`src/rtl/uart_video_cmd_decoder.sv`:
```
// ---------------------------------------------------------------------------
// uart_video_cmd_decoder
//
// Purpose:
//   Parses ASCII command lines arriving from the UART receiver and drives the
//   pattern/colour selection of the video test-pattern stage.
//     "P<h>"      + CR/LF : select pattern <h> (one hex digit, either case)
//     "C<r><g><b>"+ CR/LF : select colour, each component an octal digit 0-7
//   Decoded values land in shadow registers. They are copied to the video
//   outputs only while i_vblank is high, so a change never tears a frame.
//   Every non-empty line is answered with 'K' (accepted) or 'E' (rejected)
//   through a one-entry response buffer toward the UART transmitter.
//
// Ports:
//   i_clk        system / pixel clock
//   i_reset      asynchronous, active-high reset
//   i_rx_byte    received byte, qualified by i_rx_valid
//   i_rx_valid   one-cycle strobe per received byte
//   i_vblank     vertical blanking indicator from the sync generator
//   o_pattern    committed test-pattern select
//   o_color      committed foreground colour {R[2:0],G[2:0],B[2:0]}
//   o_cmd_error  one-cycle pulse after a line that ended in error
//   o_tx_byte    response byte ('K' or 'E')
//   o_tx_valid   response available, held until accepted
//   i_tx_ready   downstream accepts o_tx_byte when o_tx_valid & i_tx_ready
// ---------------------------------------------------------------------------
module uart_video_cmd_decoder #(
    parameter logic [3:0] RESET_PATTERN = 4'h0,
    parameter logic [8:0] RESET_COLOR   = 9'h1FF,
    parameter bit         ACK_ENABLE    = 1'b1
) (
    input  logic       i_clk,
    input  logic       i_reset,
    input  logic [7:0] i_rx_byte,
    input  logic       i_rx_valid,
    input  logic       i_vblank,
    output logic [3:0] o_pattern,
    output logic [8:0] o_color,
    output logic       o_cmd_error,
    output logic [7:0] o_tx_byte,
    output logic       o_tx_valid,
    input  logic       i_tx_ready
);

    localparam logic [7:0] ACK_OK  = 8'h4B;  // 'K'
    localparam logic [7:0] ACK_ERR = 8'h45;  // 'E'

    typedef enum logic [2:0] {
        S_IDLE,
        S_P_ARG,
        S_C_ARG,
        S_WAIT_TERM,
        S_DISCARD
    } state_t;

    state_t      state_q, state_d;
    logic [8:0]  temp_q, temp_d;        // argument being assembled
    logic [1:0]  cnt_q, cnt_d;          // colour digits received so far
    logic        is_col_q, is_col_d;    // current line is a colour command
    logic [3:0]  pat_sh_q, pat_sh_d;
    logic [8:0]  col_sh_q, col_sh_d;
    logic        pending_q, pending_d;
    logic [3:0]  pattern_q, pattern_d;
    logic [8:0]  color_q, color_d;
    logic        err_q, err_d;
    logic [7:0]  tx_byte_q, tx_byte_d;
    logic        tx_valid_q, tx_valid_d;

    // Byte classification
    logic        is_term;
    logic        is_hex;
    logic        is_oct;
    logic        is_p_cmd;
    logic        is_c_cmd;
    logic [7:0]  hex_off;
    logic [3:0]  hex_val;
    logic        success;
    logic        error;

    always_comb begin
        is_term  = (i_rx_byte == 8'h0D) || (i_rx_byte == 8'h0A);
        is_p_cmd = (i_rx_byte == 8'h50) || (i_rx_byte == 8'h70);
        is_c_cmd = (i_rx_byte == 8'h43) || (i_rx_byte == 8'h63);
        is_oct   = (i_rx_byte >= 8'h30) && (i_rx_byte <= 8'h37);
        is_hex   = 1'b1;
        hex_off  = i_rx_byte - 8'h30;
        if (i_rx_byte >= 8'h30 && i_rx_byte <= 8'h39) begin
            hex_off = i_rx_byte - 8'h30;
        end else if (i_rx_byte >= 8'h41 && i_rx_byte <= 8'h46) begin
            hex_off = i_rx_byte - 8'h37;
        end else if (i_rx_byte >= 8'h61 && i_rx_byte <= 8'h66) begin
            hex_off = i_rx_byte - 8'h57;
        end else begin
            is_hex = 1'b0;
        end
        hex_val = hex_off[3:0];
    end

    // Line parser: next state and argument assembly
    always_comb begin
        state_d  = state_q;
        temp_d   = temp_q;
        cnt_d    = cnt_q;
        is_col_d = is_col_q;
        success  = 1'b0;
        error    = 1'b0;
        if (i_rx_valid) begin
            unique case (state_q)
                S_IDLE: begin
                    if (is_p_cmd) begin
                        state_d  = S_P_ARG;
                        is_col_d = 1'b0;
                    end else if (is_c_cmd) begin
                        state_d  = S_C_ARG;
                        is_col_d = 1'b1;
                        cnt_d    = 2'd0;
                    end else if (!is_term) begin
                        // Empty lines and the LF of a CRLF pair are silent.
                        state_d = S_DISCARD;
                    end
                end
                S_P_ARG: begin
                    if (is_hex) begin
                        temp_d  = {5'd0, hex_val};
                        state_d = S_WAIT_TERM;
                    end else if (is_term) begin
                        error   = 1'b1;
                        state_d = S_IDLE;
                    end else begin
                        state_d = S_DISCARD;
                    end
                end
                S_C_ARG: begin
                    if (is_oct) begin
                        // First digit is red, placed in the top field.
                        unique case (cnt_q)
                            2'd0:    temp_d[8:6] = i_rx_byte[2:0];
                            2'd1:    temp_d[5:3] = i_rx_byte[2:0];
                            default: temp_d[2:0] = i_rx_byte[2:0];
                        endcase
                        cnt_d = cnt_q + 2'd1;
                        if (cnt_q == 2'd2) begin
                            state_d = S_WAIT_TERM;
                        end
                    end else if (is_term) begin
                        error   = 1'b1;
                        state_d = S_IDLE;
                    end else begin
                        state_d = S_DISCARD;
                    end
                end
                S_WAIT_TERM: begin
                    if (is_term) begin
                        success = 1'b1;
                        state_d = S_IDLE;
                    end else begin
                        state_d = S_DISCARD;
                    end
                end
                S_DISCARD: begin
                    if (is_term) begin
                        error   = 1'b1;
                        state_d = S_IDLE;
                    end
                end
                default: state_d = S_IDLE;
            endcase
        end
    end

    // Shadows, vblank commit and response buffer
    logic commit;
    logic accept;
    logic respond;

    always_comb begin
        pat_sh_d = pat_sh_q;
        col_sh_d = col_sh_q;
        if (success) begin
            if (is_col_q) begin
                col_sh_d = temp_q;
            end else begin
                pat_sh_d = temp_q[3:0];
            end
        end

        // Commit reads the shadows before this cycle's update; a success in
        // the same cycle keeps pending set so it lands on the next vblank.
        commit    = pending_q & i_vblank;
        pending_d = success | (pending_q & ~i_vblank);
        pattern_d = commit ? pat_sh_q : pattern_q;
        color_d   = commit ? col_sh_q : color_q;

        err_d = error;

        accept     = tx_valid_q & i_tx_ready;
        respond    = (success | error) & ACK_ENABLE;
        tx_valid_d = tx_valid_q;
        tx_byte_d  = tx_byte_q;
        if (respond && (!tx_valid_q || accept)) begin
            tx_valid_d = 1'b1;
            tx_byte_d  = success ? ACK_OK : ACK_ERR;
        end else if (accept) begin
            tx_valid_d = 1'b0;
        end
    end

    always_ff @(posedge i_clk or posedge i_reset) begin
        if (i_reset) begin
            state_q    <= S_IDLE;
            pat_sh_q   <= RESET_PATTERN;
            col_sh_q   <= RESET_COLOR;
            pending_q  <= 1'b0;
            pattern_q  <= RESET_PATTERN;
            color_q    <= RESET_COLOR;
            err_q      <= 1'b0;
            tx_byte_q  <= 8'h00;
            tx_valid_q <= 1'b0;
        end else begin
            state_q    <= state_d;
            pat_sh_q   <= pat_sh_d;
            col_sh_q   <= col_sh_d;
            pending_q  <= pending_d;
            pattern_q  <= pattern_d;
            color_q    <= color_d;
            err_q      <= err_d;
            tx_byte_q  <= tx_byte_d;
            tx_valid_q <= tx_valid_d;
        end
    end

    // Argument scratch is only read after being written on the same line.
    always_ff @(posedge i_clk) begin
        temp_q   <= temp_d;
        cnt_q    <= cnt_d;
        is_col_q <= is_col_d;
    end

    assign o_pattern   = pattern_q;
    assign o_color     = color_q;
    assign o_cmd_error = err_q;
    assign o_tx_byte   = tx_byte_q;
    assign o_tx_valid  = tx_valid_q;

endmodule

```
`config.mk`:
```
export PLATFORM = sky130hd
export DESIGN_NAME = uart_video_cmd_decoder
export DESIGN_NICKNAME = d
export VERILOG_FILES = /design/src/rtl/uart_video_cmd_decoder.sv
export SDC_FILE = /design/constraint.sdc
export NUM_CORES = 1
export LEC_CHECK = 0
export CAP_MARGIN = 20
export CORE_MARGIN = 8
export CORE_UTILIZATION = 55
export CTS_BUF_LIST = sky130_fd_sc_hd__clkbuf_2
export CTS_CLUSTER_SIZE = 25
export DETAILED_ROUTE_END_ITERATION = 6
export HOLD_SLACK_MARGIN = 0.03
export PLACE_DENSITY = 0.93
export SYNTH_ARGS = -nofsm -noshare
export SYNTH_HDL_FRONTEND = slang
export SYNTH_SLANG_ARGS = --single-unit
```
`constraint.sdc`:
```
create_clock -name i_clk -period 2.1 [get_ports i_clk]
set_input_delay 0.21 -clock i_clk [delete_from_list [all_inputs] [get_ports i_clk]]
set_output_delay 0.21 -clock i_clk [all_outputs]
set_load 0.005 [all_outputs]
```
==> Word level (Yosys, flattened, before mapping) <==
Index checks and enable logic that the tools add are counted.
{ "op_classes": {"addsub": 4, "order_cmp": 7, "n_eq_ne": 22, "n_mux": 36, "n_bitwise": 7, "n_reduce_logical": 25} }
{ "op_table": {"columns": ["operator", "count"], "rows": [
  ["$mux W3", 11],
  ["$eq A8 B7 Y1 const B", 4],
  ["$reduce_and A5 Y1", 4],
  ["$mux W9", 2],
  ["$pmux W9 S2", 1],
  ["$eq A8 B4 Y1 const B", 2],
  ["$ge A8 B7 Y1 const B", 2],
  ["$le A8 B6 Y1 const B", 2],
  ["$le A8 B7 Y1 const B", 2],
  ["$mux W4", 4],
  ["$pmux W3 S5", 1],
  ["$mux W1", 12],
  ["$ne A2 B2 Y1 const B", 6],
  ["$ge A8 B6 Y1 const B", 1],
  ["$reduce_bool A2 Y1", 4],
  ["$sub A4 B3 Y4 const B", 2],
  ["$eq A3 B2 Y1 const B", 2],
  ["$mux W2", 3],
  ["$logic_and A1 B1 Y1", 5],
  ["$logic_or A1 B1 Y1", 4],
  ["$ne A2 B1 Y1 const B", 2],
  ["$ne A4 B4 Y1 const B", 1],
  ["$pmux W2 S2", 1],
  ["$reduce_and A2 Y1", 2],
  ["17 further kinds", 21]
]} }
{ "totals": {"register_bits": 52, "input_bits": 13, "output_inout_bits": 23, "wordCells": 115} }

==> Longest topological paths before layout <==
Gate-level depths: netlist of run 1.
{ "depth": {"depth_word": 11, "mapped_depth": 7, "depth_no_buf": 7} }

==> Worst setup path before layout of run 1 <==
OpenSTA, ideal clock, no wires.
{ "synth_timing": {"kind": "input port to flip-flop", "from": "in i_rx_byte[0]", "to": "reg temp_q[0], enable pin", "setup_time_ps": 303, "arrival_ps": 1732, "required_time_ps": 1797, "slack_ps": 65, "stages": 7, "path_buffers": 0, "cell_sequence": "inv_1 ha_1 o21bai_1 a2111oi_1 o21ai_1 a21oi_1 and2_1"} }
{ "synth_via": {"elab_chain_len": 7, "word_cells_on_any_way": 17, "classes_between": "order compare: 7; eq/ne: 2; mux: 3; reduce/logical: 5"} }
{ "synth_rtl": {"columns": ["element", "line_no", "source"], "rows": [
  ["from (decl)", "34", "input logic [7:0] i_rx_byte,"],
  ["$ge A8 B7 Y1 / $le A8 B7 Y1 (equally long branches)", "91", "end else if (i_rx_byte >= 8'h61 && i_rx_byte <= 8'h66) begin"],
  ["$logic_and A1 B1 Y1", "91", null],
  ["$mux W1", "91", null],
  ["$mux W1", "89", "end else if (i_rx_byte >= 8'h41 && i_rx_byte <= 8'h46) begin"],
  ["$mux W1", "87", "if (i_rx_byte >= 8'h30 && i_rx_byte <= 8'h39) begin"],
  ["$ne A2 B2 Y1 (no source line)", null, null],
  ["$reduce_and A5 Y1 (no source line) (*)", null, null],
  ["to (signal assigned)", "234", "temp_q <= temp_d;"],
  ["to (decl)", "57", "logic [8:0] temp_q, temp_d;"]
]} }
Mark *: on every way between the ends. The rest lies on a longest branch, timed or not.
A chain may end at the register's enable or synchronous reset.

==> Worst setup path after layout of run 1 <==
{ "layout_timing": {"from": "in i_rx_byte[4]", "to": "reg pat_sh_q[3]"} }
{ "layout_via": {"elab_chain_len": 6, "word_cells_on_any_way": 7, "classes_between": "eq/ne: 2; mux: 3; reduce/logical: 2"} }
{ "layout_rtl": {"columns": ["element", "line_no", "source"], "rows": [
  ["$eq A8 B4 Y1", "81", "is_term = (i_rx_byte == 8'h0D) || (i_rx_byte == 8'h0A);"],
  ["$logic_or A1 B1 Y1 (*)", "81", null],
  ["$mux W1 (*)", "153", "if (is_term) begin"],
  ["$mux W1 (*)", "108", "unique case (state_q)"],
  ["$mux W1 (*)", "107", "if (i_rx_valid) begin"],
  ["$reduce_and A2 Y1 (no source line) (*)", null, null],
  ["to (signal assigned)", "221", "pat_sh_q <= pat_sh_d;"],
  ["to (decl)", "60", "logic [3:0] pat_sh_q, pat_sh_d;"]
]} }
Marks and branches as above.

==> results of run 1 <==
[worst max-delay path by stage]
stage                             from                      end  slack, ns  cells past startpoint
final                     i_rx_byte[4]  pat_sh_q[3]$_DFFE_PP0P_       0.13                      7
after global routing      i_rx_byte[0]  pat_sh_q[1]$_DFFE_PP0P_       0.02                      9
after CTS                 i_rx_byte[0]      temp_q[1]$_DFFE_PP_       0.05                      7
after detailed placement  i_rx_byte[0]      temp_q[1]$_DFFE_PP_      -0.46                      8
after global placement    i_rx_byte[0]      temp_q[1]$_DFFE_PP_      -0.36                      7
after floorplan           i_rx_byte[0]      temp_q[0]$_DFFE_PP_       0.06                      7
[through the flow]
stage	setup slack [ns]	instance area, µm²
2_1_floorplan	0.0649	2360
5_1_grt	0.0205	2940
3_5_place_dp	-0.460	2880
3_3_place_gp	-0.357	2880
4_1_cts	0.0536	2930
6_report	0.128	2940
[registers in the layout (all words and copies together) (netlist names)]
register / cells
o_color: 9
is_col_q: 1
o_tx_byte: 3
cnt_q: 2
pending_q: 1
o_pattern: 4
o_cmd_error: 1
o_tx_valid: 1
pat_sh_q: 4
state_q: 3
temp_q: 9
col_sh_q: 9
[worst reg2reg max path: cells and delay by family (launching register included)]
kind,cells,cell delay (ns)
flops,1,0.60
mux,1,0.38
simple gates,4,0.89
[power breakdown]
part	internal [W]	total (W)	switching (W)
sequential	0.000942	0.000947	0.00000507
combinational	0.0000691	0.000133	0.0000641
clock	0.0000861	0.000386	0.000300
[kinds of logic after synthesis]
kind of cell,after synthesis
AOI/OAI and AO/OA,24
DFF,47
muxes,31
xor gates and xnor gates,2
other,1
buffers and inverters,20
and+or+nand+nor,62
adders and majority gates,8
[metal layers]
layer,vias to the layer above,track usage,wire (µm)
met5,-,0,0
li1,797,-,-
met4,0,0.0768,132
met3,15,0.0353,225
met1,795,0.167,1960
met2,46,0.255,2300
[layout by cell type (no fill, tap or decap), types with 4 or more instances in the layout]
| master | netlist | layout |
|---|---|---|
| clkdlybuf4s50_1 | 0 | 32 |
| buf_4 | 6 | 25 |
| mux2_2 | 24 | 24 |
| dfstp_2 | 18 | 18 |
| dfrtp_1 | 17 | 17 |
| nor2_1 | 13 | 13 |
| nand2_1 | 13 | 13 |
| edfxtp_1 | 12 | 12 |
| inv_1 | 8 | 8 |
| ha_1 | 8 | 8 |
| mux2_1 | 7 | 7 |
| a21oi_1 | 7 | 6 |
| nand3_1 | 5 | 5 |
| nand4_1 | 5 | 5 |
| clkbuf_2 | 0 | 5 |
| nand2b_1 | 4 | 4 |
[layout make-up]
| class | instances | area [µm²] |
|---|---|---|
| clock buffers | 5 | 25.0 |
| clock inverters | 3 | 25.0 |
| fillers | 285 | 1120 |
| inverters | 8 | 30.0 |
| multi-input cells | 130 | 1010 |
| flip-flops and latches | 47 | 1260 |
| well taps | 50 | 62.6 |
| repair buffers | 58 | 528 |
==> metrics.md, run 1 <==
| Metric | Value |
|---|---|
| Io pins | `36` |
| Leak | `1.27 nW` |
| Wirelength per Cell | `15.3 µm` |
| Count of different cell masters after synthesis | `45` |
| Yosys warns | `0` |
| Fin crit share | `0.939` |
| Global route overflow | `0` |
| Synth top area cells | `dfstp_2, dfrtp_1, edfxtp_1` |
| WP buf/inv | `2` |
| Multiplexer area fraction after synthesis | `0.149` |
| Crit path cell chain | `clkdlybuf4s50_1 -> buf_4 -> nor4_2 -> nand4_1 -> or2_1 -> nor2_1 -> mux2_1` |
| Max-cap check violation count | `0` |
| Tightest Hold Check Type | `primary input to async pin` |
| WS Path Type | `primary input to flip-flop` |
| Clock root cell | `clkbuf_2` |
| TritonRoute pass-1 iters | `4` |
| Status | `finished clean` |
| Min Tclk post-route | `1.97 ns` |
| Crit path DAT | `2.32 ns` |
| Synth Area in XOR/XNOR | `0.00746` |
| Dpl cells | `293` |
| CTS tree | `yes` |
| Clk Latency, worst-skew pair | `0.43 ns` |
| Synth area leader | `dfstp_2` |
| # setup viols final | `0` |
| Number of synthesized flops with an enable pin | `12` |
| PostCTS Resize Cnt | `0` |
| Routed wire length | `4.61 mm` |
| DRC | `0` |
| Diodes inserted | `0` |
| Vias per std cell | `5.49` |
| Fin. max-slew vios | `0` |
| Seq cells post-synth | `47` |
| Largest family of logic cells by synthesized area | `multiplexers` |
| Hold WS | `0.138 ns` |
| Pwr dens | `499 nW/µm²` |
| Die height | `81.3 µm` |
| Primary FF master, synth | `dfstp_2` |
| Share of layout cells above drive strength 1 | `0.327` |
| Pwr Total | `0.00147 W` |
| Post-synth top area share | `0.201` |
| Die Area | `6620 µm²` |
| Initial DRC Count | `87` |
| WP data required | `2.45 ns` |
| Setup Buffers After CTS | `0` |
| RSZ-0062 raised after global routing | `false` |
| Global-route wire length before repair | `7.70 mm` |
| CTS sink cnt | `47` |
| Reg2Reg Setup Slack | `0.15 ns` |
| Remaining antenna violation count | `0` |
| Cell with the most instances after synthesis | `mux2_2` |
| Row count | `23` |
| Post-Syn Area per Cell | `12.0 µm²` |
| H-tree Lvls | `2` |
| Top delay family on crit path | `simple AND/OR/NAND/NOR gates` |
| Crit path largest cell delay | `0.44 ns` |
| Buffers on Ports | `32` |
| Initial Util | `0.579` |
| Maximum root-to-sink buffer count | `2` |
| Nets | `271` |
| Count of final hold-check violations | `0` |
| Startpoint Class | `primary input` |
| Final Skew | `0.0178 ns` |
| Area of the mapped netlist | `2350 µm²` |
| Setup tns final | `0 ns` |
| Compound-cell area share of the yosys netlist | `0.0741` |
| Worst Setup End Kind | `flip-flop` |
| Most instantiated cells after synthesis | `mux2_2, dfstp_2, dfrtp_1` |
| Worst IR drop on VDD | `205 µV` |
| Layout Cells excl Fill | `301` |
| Final HPWL DP | `3.64 mm` |
| Adder-Cell Fraction of Synth Area | `0.0426` |
| F_max | `0.507 GHz` |
| DIE WIDTH | `81.3 µm` |
| Worst Path Max Fanout | `5` |
| Clock-pin slew on the worst setup and hold paths | `0.23 ns` |
| Worst-margin pin slew | `0.536 ns` |
| Total GRT Usage | `0.148` |
| Reg2Reg Launch Point | `state_q[0]$_DFFE_PP0P_` |
| Post-layout util | `0.724` |
| Async set-reset flop share out of synthesis | `0.745` |
| Slowest cell on crit path | `clkdlybuf4s50_1` |
| Vias | `1653` |
| Synth Area in Simple Gates | `0.148` |
| Num CTS Buffers | `5` |
| Hold Buf Count CTS | `0` |
| Final GP Congestion | `0.886` |
| Reg2reg end | `pat_sh_q[3]$_DFFE_PP0P_` |
| Vias in the first global route | `1703` |
| Sequential area share after synthesis | `0.536` |
| Synthesized netlist cell count | `195` |
| Core area | `4060 µm²` |
| Worst reg-to-reg path cell count | `5` |
| Rel. slew slack | `0.642` |
| Initial antenna violation count | `0` |
| Largest net degree at the start of global routing | `36` |
| Syn-to-layout area delta | `25.1%` |
No activity file was read; power rests on OpenSTA's default activity.
==> run 2: changes to the inputs <==
==> constraint.sdc (replaced) <==
create_clock -name i_clk -period 2.22 [get_ports i_clk]
set_input_delay 0.222 -clock i_clk [delete_from_list [all_inputs] [get_ports i_clk]]
set_output_delay 0.222 -clock i_clk [all_outputs]
set_load 0.005 [all_outputs]
==> metrics.md, run 2 (synthesis gave the netlist of run 1 again) <==
| Metric | Value |
|---|---|
| Total GRT Usage | `0.139 (-0.00986)` |
| Status | `finished clean` |
| Dpl cell area | `2860 µm² (-0.52%)` |
| Pwr Total | `0.00136 W (-7.3%)` |
| Nets | `269 (-0.74%)` |
| Largest net degree at the start of global routing | `36 (unchanged)` |
| Worst IR drop on VDD | `228 µV (+11%)` |
| Startpoint Class | `primary input` |
| Die Area | `6620 µm² (unchanged)` |
| Top delay family on crit path | `compound AO/OA/AOI/OAI gates` |
| Initial DRC Count | `68 (-22%)` |
| CTS sink cnt | `47 (unchanged)` |
| Diodes inserted | `0 (unchanged)` |
| Initial Util | `0.579 (unchanged)` |
| Leak | `1.26 nW (-0.68%)` |
| Syn-to-layout area delta | `23.7%` |
| Setup Buffers After CTS | `0 (unchanged)` |
| Row count | `23 (unchanged)` |
| H-tree Lvls | `2 (unchanged)` |
| F_max | `0.482 GHz` |
| Maximum root-to-sink buffer count | `2 (unchanged)` |
| WP data required | `2.36 ns (-0.09 ns)` |
| Final Cell Area | `2910 µm² (-1.1%)` |
| Fin crit share | `0.935` |
| Buffers on Ports | `32 (unchanged)` |
| Io pins | `36 (unchanged)` |
| Final Skew | `0.0134 ns (-0.00442 ns)` |
| Commonest non-fill, non-tap cell in the layout | `clkdlybuf4s50_1` |
| Routed wire length | `4.42 mm (-4.2%)` |
| # setup viols final | `0 (unchanged)` |
| Fin. max-slew vios | `0 (unchanged)` |
| WS Path Type | `primary input to flip-flop` |
| Hold Buf Count CTS | `0 (unchanged)` |
| Crit path cell chain | `clkdlybuf4s50_1 -> inv_1 -> ha_1 -> o21bai_1 -> a2111oi_1 -> o21ai_1 -> a21oi_1 -> and2_1` |
| Pwr dens | `468 nW/µm² (-6.3%)` |
| Wirelength per Cell | `14.8 µm (-3.6%)` |
| Worst reg-to-reg path cell count | `5 (unchanged)` |
| Initial antenna violation count | `0 (unchanged)` |
| Worst-margin pin slew | `0.557 ns (+0.0214 ns)` |
| CTS tree | `yes` |
| Clock-pin slew on the worst setup and hold paths | `0.22 ns (about the same)` |
| Vias per std cell | `5.56 (+1.2%)` |
| Share of layout cells above drive strength 1 | `0.309 (-0.0175)` |
| Slowest cell on crit path | `a2111oi_1` |
| Crit path DAT | `2.22 ns (-0.10 ns)` |
| Min Tclk post-route | `2.08 ns` |
| Clk Latency, worst-skew pair | `0.41 ns (-0.02 ns)` |
| Global route overflow | `0 (unchanged)` |
| TritonRoute pass-1 iters | `4 (unchanged)` |
| Worst Setup End Kind | `flip-flop` |
| Worst Path Max Fanout | `3 (-2)` |
| Max-cap check violation count | `0 (unchanged)` |
| DRC | `0 (unchanged)` |
| Final HPWL DP | `3.45 mm (-5.2%)` |
| Core area | `4060 µm² (unchanged)` |
| Crit path largest cell delay | `0.48 ns (+0.04 ns)` |
| DIE WIDTH | `81.3 µm (unchanged)` |
| Die height | `81.3 µm (unchanged)` |
| Tightest Hold Check Type | `primary input to async pin` |
| Global-route wire length before repair | `7.22 mm (-6.2%)` |
| Num CTS Buffers | `5 (unchanged)` |
| Vias in the first global route | `1691 (-0.70%)` |
| PostCTS Resize Cnt | `0 (unchanged)` |
| WP buf/inv | `2 (unchanged)` |
| RSZ-0062 raised after global routing | `false` |
| Rel. slew slack | `0.628 (-0.0143)` |
| WP depth | `8 (+1)` |
| Final GP Congestion | `0.928 (+4.7%)` |
| Most frequent cells in the layout | `clkdlybuf4s50_1, mux2_2, buf_4` |
| Remaining antenna violation count | `0 (unchanged)` |
| Count of final hold-check violations | `0 (unchanged)` |
| Clock root cell | `clkbuf_2` |
| Vias | `1661 (+0.48%)` |
run 2: cell type report:
cell class,instances,area (µm²)
clock inverters,2,12.5
flip-flops and latches,47,1260
inverters,8,30.0
repair buffers,56,513
multi-input cells,130,998
well taps,50,62.6
clock buffers,6,30.0
fillers,264,1150
run 2: final timing paths:
path	start	end	slack, ns
min reg2reg	temp_q[6]$_SDFFCE_PN0P_	col_sh_q[6]$_DFFE_PP1P_	0.51
max reg2reg	state_q[0]$_DFFE_PP0P_	temp_q[0]$_DFFE_PP_	0.30
max in group asynchronous	i_reset	o_color[6]$_DFFE_PP1P_	1.70
min in group i_clk	i_vblank	pending_q$_DFF_PP0_	0.38
max	i_rx_byte[1]	temp_q[0]$_DFFE_PP_	0.14
min	i_reset	o_pattern[0]$_DFFE_PP0P_	0.16
run 2: through the flow:
stage           util  hold slack, ns  setup slack [ns]  TNS, ns  cells
3_5_place_dp   0.706           0.475            -0.284    -4.62    291
4_1_cts        0.716           0.160             0.184        0    299
2_1_floorplan      -           0.318             0.173        0    197
6_report       0.716           0.165             0.145        0    299
5_1_grt        0.716           0.187           0.00234        0    299
3_3_place_gp   0.706           0.467            -0.225    -3.42    291
run 2: where the power goes:
group / total [W] / internal (W) / switching [W]
clock: 0.000344 / 0.0000815 / 0.000262
sequential: 0.000894 / 0.000891 / 0.00000320
combinational: 0.000121 / 0.0000631 / 0.0000580
total: 0.00136 / 0.00104 / 0.000324
run 2: worst min-delay path: stages:
cell and delay (ns):
clkdlybuf4s50_1 0.40, inv_1 0.05, buf_4 0.37
run 2: routing by layer:
| metal | share of wire | vias up | global-route usage |
|---|---|---|---|
| met3 | 0.056 | 7 | 0.0342 |
| met1 | 0.43 | 798 | 0.147 |
| met5 | 0 | - | 0 |
| met4 | 0.016 | 0 | 0.0625 |
| met2 | 0.50 | 54 | 0.251 |
| li1 | - | 802 | - |
